==> src/rtl/macc_vec_if.sv <==
// Streaming handshake bundle for the macc_vec dot-product engine: operand beat in, accumulated result out.
interface macc_vec_if #(
  parameter int SIZEIN  = 16,
  parameter int LANES   = 4,
  parameter int SIZEOUT = 40,
  parameter int CNTW    = 16
);
  logic                      in_valid;
  logic                      in_ready;
  logic [LANES*SIZEIN-1:0]   in_a;
  logic [LANES*SIZEIN-1:0]   in_b;
  logic                      in_signed;
  logic                      in_first;
  logic                      in_last;
  logic                      out_valid;
  logic                      out_ready;
  logic [SIZEOUT-1:0]        out_accum;
  logic [CNTW-1:0]           out_beats;
  logic                      out_ovf;

  modport master (
    output in_valid, in_a, in_b, in_signed, in_first, in_last, out_ready,
    input  in_ready, out_valid, out_accum, out_beats, out_ovf
  );

  modport slave (
    input  in_valid, in_a, in_b, in_signed, in_first, in_last, out_ready,
    output in_ready, out_valid, out_accum, out_beats, out_ovf
  );
endinterface

==> src/rtl/macc_vec.sv <==
// Multi-lane streaming multiply-accumulate: S1 operands, S2 products, S3 adder tree, S4 accumulator,
// then a result register held under backpressure. Any output stall freezes the whole pipeline.
module macc_vec #(
  parameter int SIZEIN  = 16,
  parameter int LANES   = 4,
  parameter int SIZEOUT = 40,
  parameter int SAT     = 1,
  parameter int CNTW    = 16
) (
  input  logic        clk,
  input  logic        rst_n,
  macc_vec_if.slave   bus
);
  localparam int LG = $clog2(LANES);
  localparam int PW = 2*SIZEIN + 2;
  localparam int TW = PW + LG;
  // Working width wide enough for both the tree sum and one accumulator carry.
  localparam int AW = ((TW > SIZEOUT) ? TW : SIZEOUT) + 1;
  localparam logic signed [AW-1:0] MAXV = {{(AW-SIZEOUT+1){1'b0}}, {(SIZEOUT-1){1'b1}}};
  localparam logic signed [AW-1:0] MINV = {{(AW-SIZEOUT+1){1'b1}}, {(SIZEOUT-1){1'b0}}};
  localparam logic [CNTW-1:0] CNT_ONE = {{(CNTW-1){1'b0}}, 1'b1};
  localparam logic [CNTW-1:0] CNT_MAX = {CNTW{1'b1}};

  logic                      adv_s;
  logic                      v1_r, sgn1_r, first1_r, last1_r;
  logic [LANES*SIZEIN-1:0]   a1_r, b1_r;
  logic signed [PW-1:0]      prod_s [LANES];
  logic signed [PW-1:0]      prod_r [LANES];
  logic                      v2_r, first2_r, last2_r;
  logic signed [TW-1:0]      sum_s, sum_r;
  logic                      v3_r, first3_r, last3_r;
  logic                      load_s, ovf_s, ovf_nxt_s;
  logic signed [AW-1:0]      base_s, true_s;
  logic signed [SIZEOUT-1:0] acc_nxt_s, acc_r;
  logic [CNTW-1:0]           cnt_nxt_s, cnt_r;
  logic                      ovf_r, need_load_r, v4_r, last4_r;
  logic                      out_valid_r, out_ovf_r;
  logic [SIZEOUT-1:0]        out_accum_r;
  logic [CNTW-1:0]           out_beats_r;

  assign adv_s         = ~(out_valid_r & ~bus.out_ready);
  assign bus.in_ready  = adv_s;
  assign bus.out_valid = out_valid_r;
  assign bus.out_accum = out_accum_r;
  assign bus.out_beats = out_beats_r;
  assign bus.out_ovf   = out_ovf_r;

  // S1: capture operands and beat flags.
  always_ff @(posedge clk or negedge rst_n) begin
    if (!rst_n) begin
      v1_r     <= 1'b0;
      sgn1_r   <= 1'b0;
      first1_r <= 1'b0;
      last1_r  <= 1'b0;
      a1_r     <= '0;
      b1_r     <= '0;
    end else if (adv_s) begin
      v1_r     <= bus.in_valid;
      sgn1_r   <= bus.in_signed;
      first1_r <= bus.in_first;
      last1_r  <= bus.in_last;
      a1_r     <= bus.in_a;
      b1_r     <= bus.in_b;
    end
  end

  // Per-lane product of (SIZEIN+1)-bit extended operands.
  always_comb begin
    for (int i = 0; i < LANES; i++) begin
      prod_s[i] = PW'($signed({sgn1_r & a1_r[i*SIZEIN+SIZEIN-1], a1_r[i*SIZEIN +: SIZEIN]}))
                * PW'($signed({sgn1_r & b1_r[i*SIZEIN+SIZEIN-1], b1_r[i*SIZEIN +: SIZEIN]}));
    end
  end

  // S2: register the lane products.
  always_ff @(posedge clk or negedge rst_n) begin
    if (!rst_n) begin
      v2_r     <= 1'b0;
      first2_r <= 1'b0;
      last2_r  <= 1'b0;
      for (int i = 0; i < LANES; i++) prod_r[i] <= '0;
    end else if (adv_s) begin
      v2_r     <= v1_r;
      first2_r <= first1_r;
      last2_r  <= last1_r;
      for (int i = 0; i < LANES; i++) prod_r[i] <= prod_s[i];
    end
  end

  // Full-precision lane sum.
  always_comb begin
    sum_s = '0;
    for (int i = 0; i < LANES; i++) sum_s = sum_s + TW'(prod_r[i]);
  end

  // S3: register the tree sum.
  always_ff @(posedge clk or negedge rst_n) begin
    if (!rst_n) begin
      v3_r     <= 1'b0;
      first3_r <= 1'b0;
      last3_r  <= 1'b0;
      sum_r    <= '0;
    end else if (adv_s) begin
      v3_r     <= v2_r;
      first3_r <= first2_r;
      last3_r  <= last2_r;
      sum_r    <= sum_s;
    end
  end

  // Next accumulator value with range check, clamp-or-wrap, and beat count update.
  always_comb begin
    load_s = first3_r | need_load_r;
    if (load_s) begin
      base_s = '0;
    end else begin
      base_s = AW'(acc_r);
    end
    true_s = base_s + AW'(sum_r);
    ovf_s  = (true_s > MAXV) || (true_s < MINV);
    if (ovf_s && (SAT != 0)) begin
      if (true_s[AW-1]) begin
        acc_nxt_s = MINV[SIZEOUT-1:0];
      end else begin
        acc_nxt_s = MAXV[SIZEOUT-1:0];
      end
    end else begin
      acc_nxt_s = true_s[SIZEOUT-1:0];
    end
    if (load_s) begin
      cnt_nxt_s = CNT_ONE;
      ovf_nxt_s = ovf_s;
    end else if (cnt_r == CNT_MAX) begin
      cnt_nxt_s = cnt_r;
      ovf_nxt_s = ovf_r | ovf_s;
    end else begin
      cnt_nxt_s = cnt_r + CNT_ONE;
      ovf_nxt_s = ovf_r | ovf_s;
    end
  end

  // S4: accumulator; need_load_r makes the beat after reset or after a last beat start fresh.
  always_ff @(posedge clk or negedge rst_n) begin
    if (!rst_n) begin
      acc_r       <= '0;
      cnt_r       <= '0;
      ovf_r       <= 1'b0;
      need_load_r <= 1'b1;
      v4_r        <= 1'b0;
      last4_r     <= 1'b0;
    end else if (adv_s) begin
      v4_r    <= v3_r;
      last4_r <= last3_r;
      if (v3_r) begin
        acc_r       <= acc_nxt_s;
        cnt_r       <= cnt_nxt_s;
        ovf_r       <= ovf_nxt_s;
        need_load_r <= last3_r;
      end
    end
  end

  // Result register: loads on a completed vector, held while the consumer stalls.
  always_ff @(posedge clk or negedge rst_n) begin
    if (!rst_n) begin
      out_valid_r <= 1'b0;
      out_accum_r <= '0;
      out_beats_r <= '0;
      out_ovf_r   <= 1'b0;
    end else if (adv_s) begin
      if (v4_r && last4_r) begin
        out_valid_r <= 1'b1;
        out_accum_r <= acc_r;
        out_beats_r <= cnt_r;
        out_ovf_r   <= ovf_r;
      end else begin
        out_valid_r <= 1'b0;
      end
    end
  end
endmodule

==> src/flat_wrapper.sv <==
// flat-port wrapper written by rule: the top's interface ports become plain ports
module macc_vec_flat 
#(
  parameter int SIZEIN  = 16,
  parameter int LANES   = 4,
  parameter int SIZEOUT = 40,
  parameter int SAT     = 1,
  parameter int CNTW    = 16
)
  (clk, rst_n, bus_in_valid, bus_in_a, bus_in_b, bus_in_signed, bus_in_first, bus_in_last, bus_out_ready, bus_in_ready, bus_out_valid, bus_out_accum, bus_out_beats, bus_out_ovf);
  macc_vec_if #(.SIZEIN(SIZEIN), .LANES(LANES), .SIZEOUT(SIZEOUT), .CNTW(CNTW)) bus_i ();
  input  logic clk;
  input  logic rst_n;
  input wire logic [$bits(bus_i.in_valid)-1:0] bus_in_valid;
  input wire logic [$bits(bus_i.in_a)-1:0] bus_in_a;
  input wire logic [$bits(bus_i.in_b)-1:0] bus_in_b;
  input wire logic [$bits(bus_i.in_signed)-1:0] bus_in_signed;
  input wire logic [$bits(bus_i.in_first)-1:0] bus_in_first;
  input wire logic [$bits(bus_i.in_last)-1:0] bus_in_last;
  input wire logic [$bits(bus_i.out_ready)-1:0] bus_out_ready;
  output wire logic [$bits(bus_i.in_ready)-1:0] bus_in_ready;
  output wire logic [$bits(bus_i.out_valid)-1:0] bus_out_valid;
  output wire logic [$bits(bus_i.out_accum)-1:0] bus_out_accum;
  output wire logic [$bits(bus_i.out_beats)-1:0] bus_out_beats;
  output wire logic [$bits(bus_i.out_ovf)-1:0] bus_out_ovf;
  assign bus_i.in_valid = bus_in_valid;
  assign bus_i.in_a = bus_in_a;
  assign bus_i.in_b = bus_in_b;
  assign bus_i.in_signed = bus_in_signed;
  assign bus_i.in_first = bus_in_first;
  assign bus_i.in_last = bus_in_last;
  assign bus_i.out_ready = bus_out_ready;
  assign bus_in_ready = bus_i.in_ready;
  assign bus_out_valid = bus_i.out_valid;
  assign bus_out_accum = bus_i.out_accum;
  assign bus_out_beats = bus_i.out_beats;
  assign bus_out_ovf = bus_i.out_ovf;
  macc_vec #(.SIZEIN(SIZEIN), .LANES(LANES), .SIZEOUT(SIZEOUT), .SAT(SAT), .CNTW(CNTW)) u_core (.clk(clk), .rst_n(rst_n), .bus(bus_i));
endmodule
==> config.mk <==
export PLATFORM = sky130hd
export DESIGN_NAME = macc_vec_flat
export DESIGN_NICKNAME = d
export VERILOG_FILES = /design/src/rtl/macc_vec_if.sv /design/src/rtl/macc_vec.sv /design/src/flat_wrapper.sv
export SDC_FILE = /design/constraint.sdc
export NUM_CORES = 2
export LEC_CHECK = 0
export CAP_MARGIN = 5
export CORE_MARGIN = 2
export CORE_UTILIZATION = 70
export DETAILED_ROUTE_END_ITERATION = 16
export GPL_TIMING_DRIVEN = 0
export PLACE_DENSITY = 0.95
export SLEW_MARGIN = 20
export SYNTH_ARGS = -nofsm -noshare
export SYNTH_HDL_FRONTEND = slang
export SYNTH_SLANG_ARGS = --single-unit
==> constraint.sdc <==
create_clock -name clk -period 11.7 [get_ports clk]
set_input_delay 2.34 -clock clk [delete_from_list [all_inputs] [get_ports clk]]
set_output_delay 2.34 -clock clk [all_outputs]
set_load 0.05 [all_outputs]
After elaboration in Yosys (flattened, before gate mapping)
Index checks and enable logic that the tools add are counted.
W data, S select, Z words.
{ "op_classes": {"n_addsub": 5, "multipliers": 4, "n_div": 0, "n_lt_le_gt_ge": 2, "eq_ne": 2, "n_shift": 0, "mux": 7, "bitwise": 13, "reduce_logical": 5} }
{ "ops": {"columns": ["op", "count"], "rows": [
  ["$mul A17 B17 Y34", 4],
  ["$mux W40", 2],
  ["$add A41 B36 Y41", 1],
  ["$gt A41 B40 Y1 const B", 1],
  ["$lt A41 B40 Y1 const B", 1],
  ["$mux W41", 1],
  ["$add A35 B34 Y36", 1],
  ["$add A36 B34 Y36", 1],
  ["$add A34 B34 Y35", 1],
  ["$mux W16", 2],
  ["$add A16 B1 Y16 const B", 1],
  ["$eq A16 B16 Y1 const B", 1],
  ["$and A1 B1 Y1", 9],
  ["$reduce_and A2 Y1", 2],
  ["$reduce_and A3 Y1", 1],
  ["$mux W1", 2],
  ["$ne A2 B1 Y1 const B", 1],
  ["$not A1 Y1", 2],
  ["$or A1 B1 Y1", 2],
  ["$logic_and A1 B1 Y1", 1],
  ["$logic_or A1 B1 Y1", 1]
]} }
{ "word_totals": {"ff_bits": 428, "latch_bits": 0, "ram_bits": 0, "rom_bits": 0, "inputBits": 135, "out_inout_bits": 59, "elab_cells": 65, "mem_count": 0} }

Logic depth before layout (Yosys ltp)
{ "logic_depth": {"ltp_word": 7, "ltp_mapped": 29, "ltp_nobuf": 26} }

Worst setup path before layout
OpenSTA, ideal clock, no wires.
{ "synth_path": {"path_type": "reg-to-reg", "from": "register u_core.sgn1_r", "to": "register u_core.prod_r[101] in the netlist's numbering", "setup_ns": 0.137, "t_arrival_ns": 6.444, "required_ns": 11.563, "setup_slack_ns": 5.119, "stages_incl_launch_ff": 27, "n_path_buf": 2, "synth_period_minus_slack_ns": 6.581, "path_cell_list": "dfrtp_1 > clkbuf_1 > and2_1 > clkbuf_1 > nand2_1 > fa_1 > inv_1 > fa_1 > inv_1 > fa_1 > inv_1 > fa_1 > fa_1 > inv_1 > fa_1 > inv_1 > ha_1 > a21o_1 > a21o_1 > a2111oi_0 > o31ai_1 > or3_1 > o211ai_1 > o21ai_0 > a21oi_1 > xnor2_1 > a21oi_1"} }
{ "synth_via": {"elab_chain_len": 2, "elab_cells_between_ends": 3, "cone_classes": "mul (1); bitwise (2)"} }
{ "synth_rtl": {"columns": ["element", "line_no", "rtl"], "rows": [
  ["start, declared", "macc_vec.sv:25", "logic v1_r, sgn1_r, first1_r, last1_r;"],
  ["start signal, assigned", "macc_vec.sv:59", "sgn1_r <= bus.in_signed;"],
  ["$and A1 B1 Y1 (on tied branches)", "macc_vec.sv:70, macc_vec.sv:71", null],
  ["$mul A17 B17 Y34 *", "macc_vec.sv:71", "* PW'($signed({sgn1_r & b1_r[i*SIZEIN+SIZEIN-1], b1_r[i*SIZEIN +: SIZEIN]}));"],
  ["end, declared", "macc_vec.sv:28", "logic signed [PW-1:0] prod_r [LANES];"]
]} }
Every way passes the cells marked *; elsewhere a longest branch is shown, timed or not.
A chain may end at the register's enable or synchronous reset.

Worst setup path after layout
Ends and elaborated chain as after synthesis.

==> out/qor.yml <==
routing:
  dr.pass1.iters: 6
  post-route-drc-count: 0
  antenna_left: 0
  wl_met3_microns: 22400
  wl_met2_microns: 86600
  wl_met1_microns: 66800
  vias: 51600
  routed_via_density: 6.09
  drt_iter0_drc: 4856
  topRoutingLayerUsed: "met5"
  drt_wl_total_microns: 188000
  wl_per_cell_microns: 22.3
clocking:
  cts_made_buffers: 51
  holdBufCountCts: 0
  worstSkewPairLatency_ns: 0.69
  cts_tree: "done"
  clk_path_buf_depth: 3
  cts.sinks: 428
  cts_resized: 0
  clockRootBuffer: "clkbuf_16"
  h-tree-depth: 2
  cts.reportedPaths.clkPinSlew_ns: 0.07
  postCtsSetupRepairBufs: 0
synthesis:
  ys.warnings.count: 0
  syn_avg_cell_area_sq_um: 9.26
  syn-num-nets: 8791
  ys_types: 80
  syn_area_sq_um: 64700
  seq_area_frac_synth: 0.166
  synth_edf_count: 0
  syn_inst: 6986
  synthArstFlopShare: 1.00
  ys_ff_latch: 428
  synth_flop_cell: "dfrtp_1"
global_routing:
  grt_pass1_vias: 55900
  overflow: 0
  antenna_found_initial: 8
  grt_pass1_wl_microns: 300000
  grt_max_degree: 89
  grt_usage: 0.415
place:
  place_hpwl_microns: 151000
  place.gp.congestion: 1.02
  dp_slack_ns: 3.73
  portBuffers: 193
timing:
  timing.slew.headroom: 0.206
  finClkSkew_ns: 0.0286
  setup-violations-final: 0
  whs_ns: 0.469
  hold_viol: 0
  min_period_ns: 8.14
  rsz0062_at_grt: "no"
  maxSlewViolCount: 0
  min_period_over_period: 0.696
  worst_pin_slew_ns: 1.19
  max_freq_mhz: 123
  worst_slack_ns: 3.56
floorplanning:
  die_h_microns: 308
  die_w_microns: 308
  core_region_area_sq_um: 91700
  dieArea_sq_um: 94900
  placementRows: 111
  io_pins: 194
  start_util: 0.706
worst_setup_path:
  critPathLaunchType: "flop"
  end_kind: "flop"
  ff2ff_path_depth: 26
  criticalPathCategory: "reg2reg"
  arrival_ns: 8.68
  cp_max_fo: 11
  required_ns: 12.23
final_layout:
  seq_area_sq_um: 10700
  multiInputGateArea_sq_um: 48100
  drive_gt1_frac: 0.0297
  fin_nets: 9042
  nFillCells: 5931
  synthToLayoutAreaGrowth_pct: 8.24
run_status:
  status: "finished, final reports clean"
min_path:
  hold_depth: 2
  hp-class: "reg2reg"
job:
  maxCapViolCount: 0
==> final timing paths <==
| kind | start | end | slack [ns] |
|---|---|---|---|
| min | u_core.last2_r$_DFFE_PN0N_ | u_core.last2_r$_DFFE_PN0N_ | 0.47 |
| max reg2reg | u_core.sgn1_r$_DFFE_PN0N_ | u_core.prod_r[101]$_DFFE_PN0N_ | 3.56 |
| max | u_core.sgn1_r$_DFFE_PN0N_ | u_core.prod_r[101]$_DFFE_PN0N_ | 3.56 |
| min in group asynchronous | rst_n | u_core.b1_r[51]$_DFFE_PN0N_ | 1.59 |
| min reg2reg | u_core.last2_r$_DFFE_PN0N_ | u_core.last2_r$_DFFE_PN0N_ | 0.47 |
| max in group asynchronous | rst_n | u_core.a1_r[30]$_DFFE_PN0N_ | 8.52 |
==> Yosys cell counts, types with 45 or more instances <==
library cell  number  area share
a21o_1            79      0.0092
a21oi_1          269       0.021
and2_1           555       0.054
clkbuf_1         274       0.016
dfrtp_1          427        0.17
fa_1            1255        0.39
ha_1             415       0.080
inv_1           1268       0.074
mux2_2            61       0.011
nand2_1         1262       0.073
nand3_1           45      0.0035
nor2_1           249       0.014
o21ai_0          156       0.012
xnor2_1          110       0.015
xor2_1            93       0.013
==> cell type report <==
class | instances | area share
multi-input combinational | 4992 | 0.687
clock inverter | 28 | 0.00509
sequential | 428 | 0.153
timing repair buffer | 198 | 0.0296
antenna | 2 | 0.0000715
buffer | 297 | 0.0165
tap | 1186 | 0.0212
clock buffer | 68 | 0.0200
inverter | 1269 | 0.0680
==> critical path, cell delays in order (launching register included) <==
cell and delay, ns:
dfrtp_1 0.33, clkbuf_2 0.59, and2_1 0.37, clkbuf_1 0.40, nand2_1 0.19, fa_1 0.55
inv_1 0.06, fa_1 0.55, inv_1 0.07, fa_1 0.51, inv_1 0.06, fa_1 0.46
fa_1 0.51, inv_1 0.05, fa_1 0.47, inv_1 0.04, ha_1 0.35, a21o_1 0.20
a21o_1 0.17, a2111oi_0 0.46, o31ai_1 0.17, or3_1 0.35, o211ai_1 0.27, o21ai_0 0.16
a21oi_1 0.20, xnor2_1 0.31, a21oi_1 0.15
==> registers in the layout, indices dropped and copies added, names as in the netlist, 16 cells and up <==
signal and cells:
u_core.a1_r 64, u_core.b1_r 64, u_core.bus.out_beats 16, u_core.prod_r 136
u_core.bus.out_accum 40, u_core.cnt_r 16, u_core.sum_r 36, u_core.acc_r 40
==> layout by cell type (no fill, tap or decap), types with 192 or more instances in the layout <==
cell,synthesis,layout
a21oi_1,269,269
and2_1,555,555
clkbuf_1,274,277
clkdlybuf4s50_1,0,192
dfrtp_1,427,427
fa_1,1255,1255
ha_1,415,415
inv_1,1268,1268
nand2_1,1262,1262
nor2_1,249,249
==> layer usage <==
metal / track usage / vias up
li1: - / 21700
met5: 0 / -
met1: 0.521 / 25800
met3: 0.118 / 870
met2: 0.653 / 3216
met4: 0.228 / 6
==> logic make-up (layout without fill, tap and decap cells) <==
kind of cell / Yosys count / after routing / share of synthesized area
other: 0 / 2 / 0
buffers and inverters: 1566 / 1860 / 0.0914
AO/OA/AOI/OAI: 733 / 733 / 0.0704
adder cells (fa/ha/maj): 1672 / 1672 / 0.469
XOR/XNOR: 204 / 204 / 0.0277
AND/OR/NAND/NOR: 2322 / 2322 / 0.166
multiplexers: 61 / 61 / 0.0106
flip-flops: 428 / 428 / 0.166
==> stage by stage <==
step | std cells | TNS (ns) | cell area [sq um] | util
after floorplan | 6986 | 0 | 64700 | -
after global placement | 8365 | -4441.09 | 68100 | 0.743
after detailed placement | 8370 | 0 | 68300 | 0.745
after CTS | 8466 | 0 | 70000 | 0.764
after global routing | 8467 | 0 | 70000 | 0.764
final | 8468 | 0 | 70000 | 0.764
Power is not shown: default switching activity piles up to over one toggle a cycle in this logic, so the estimate is an artifact.
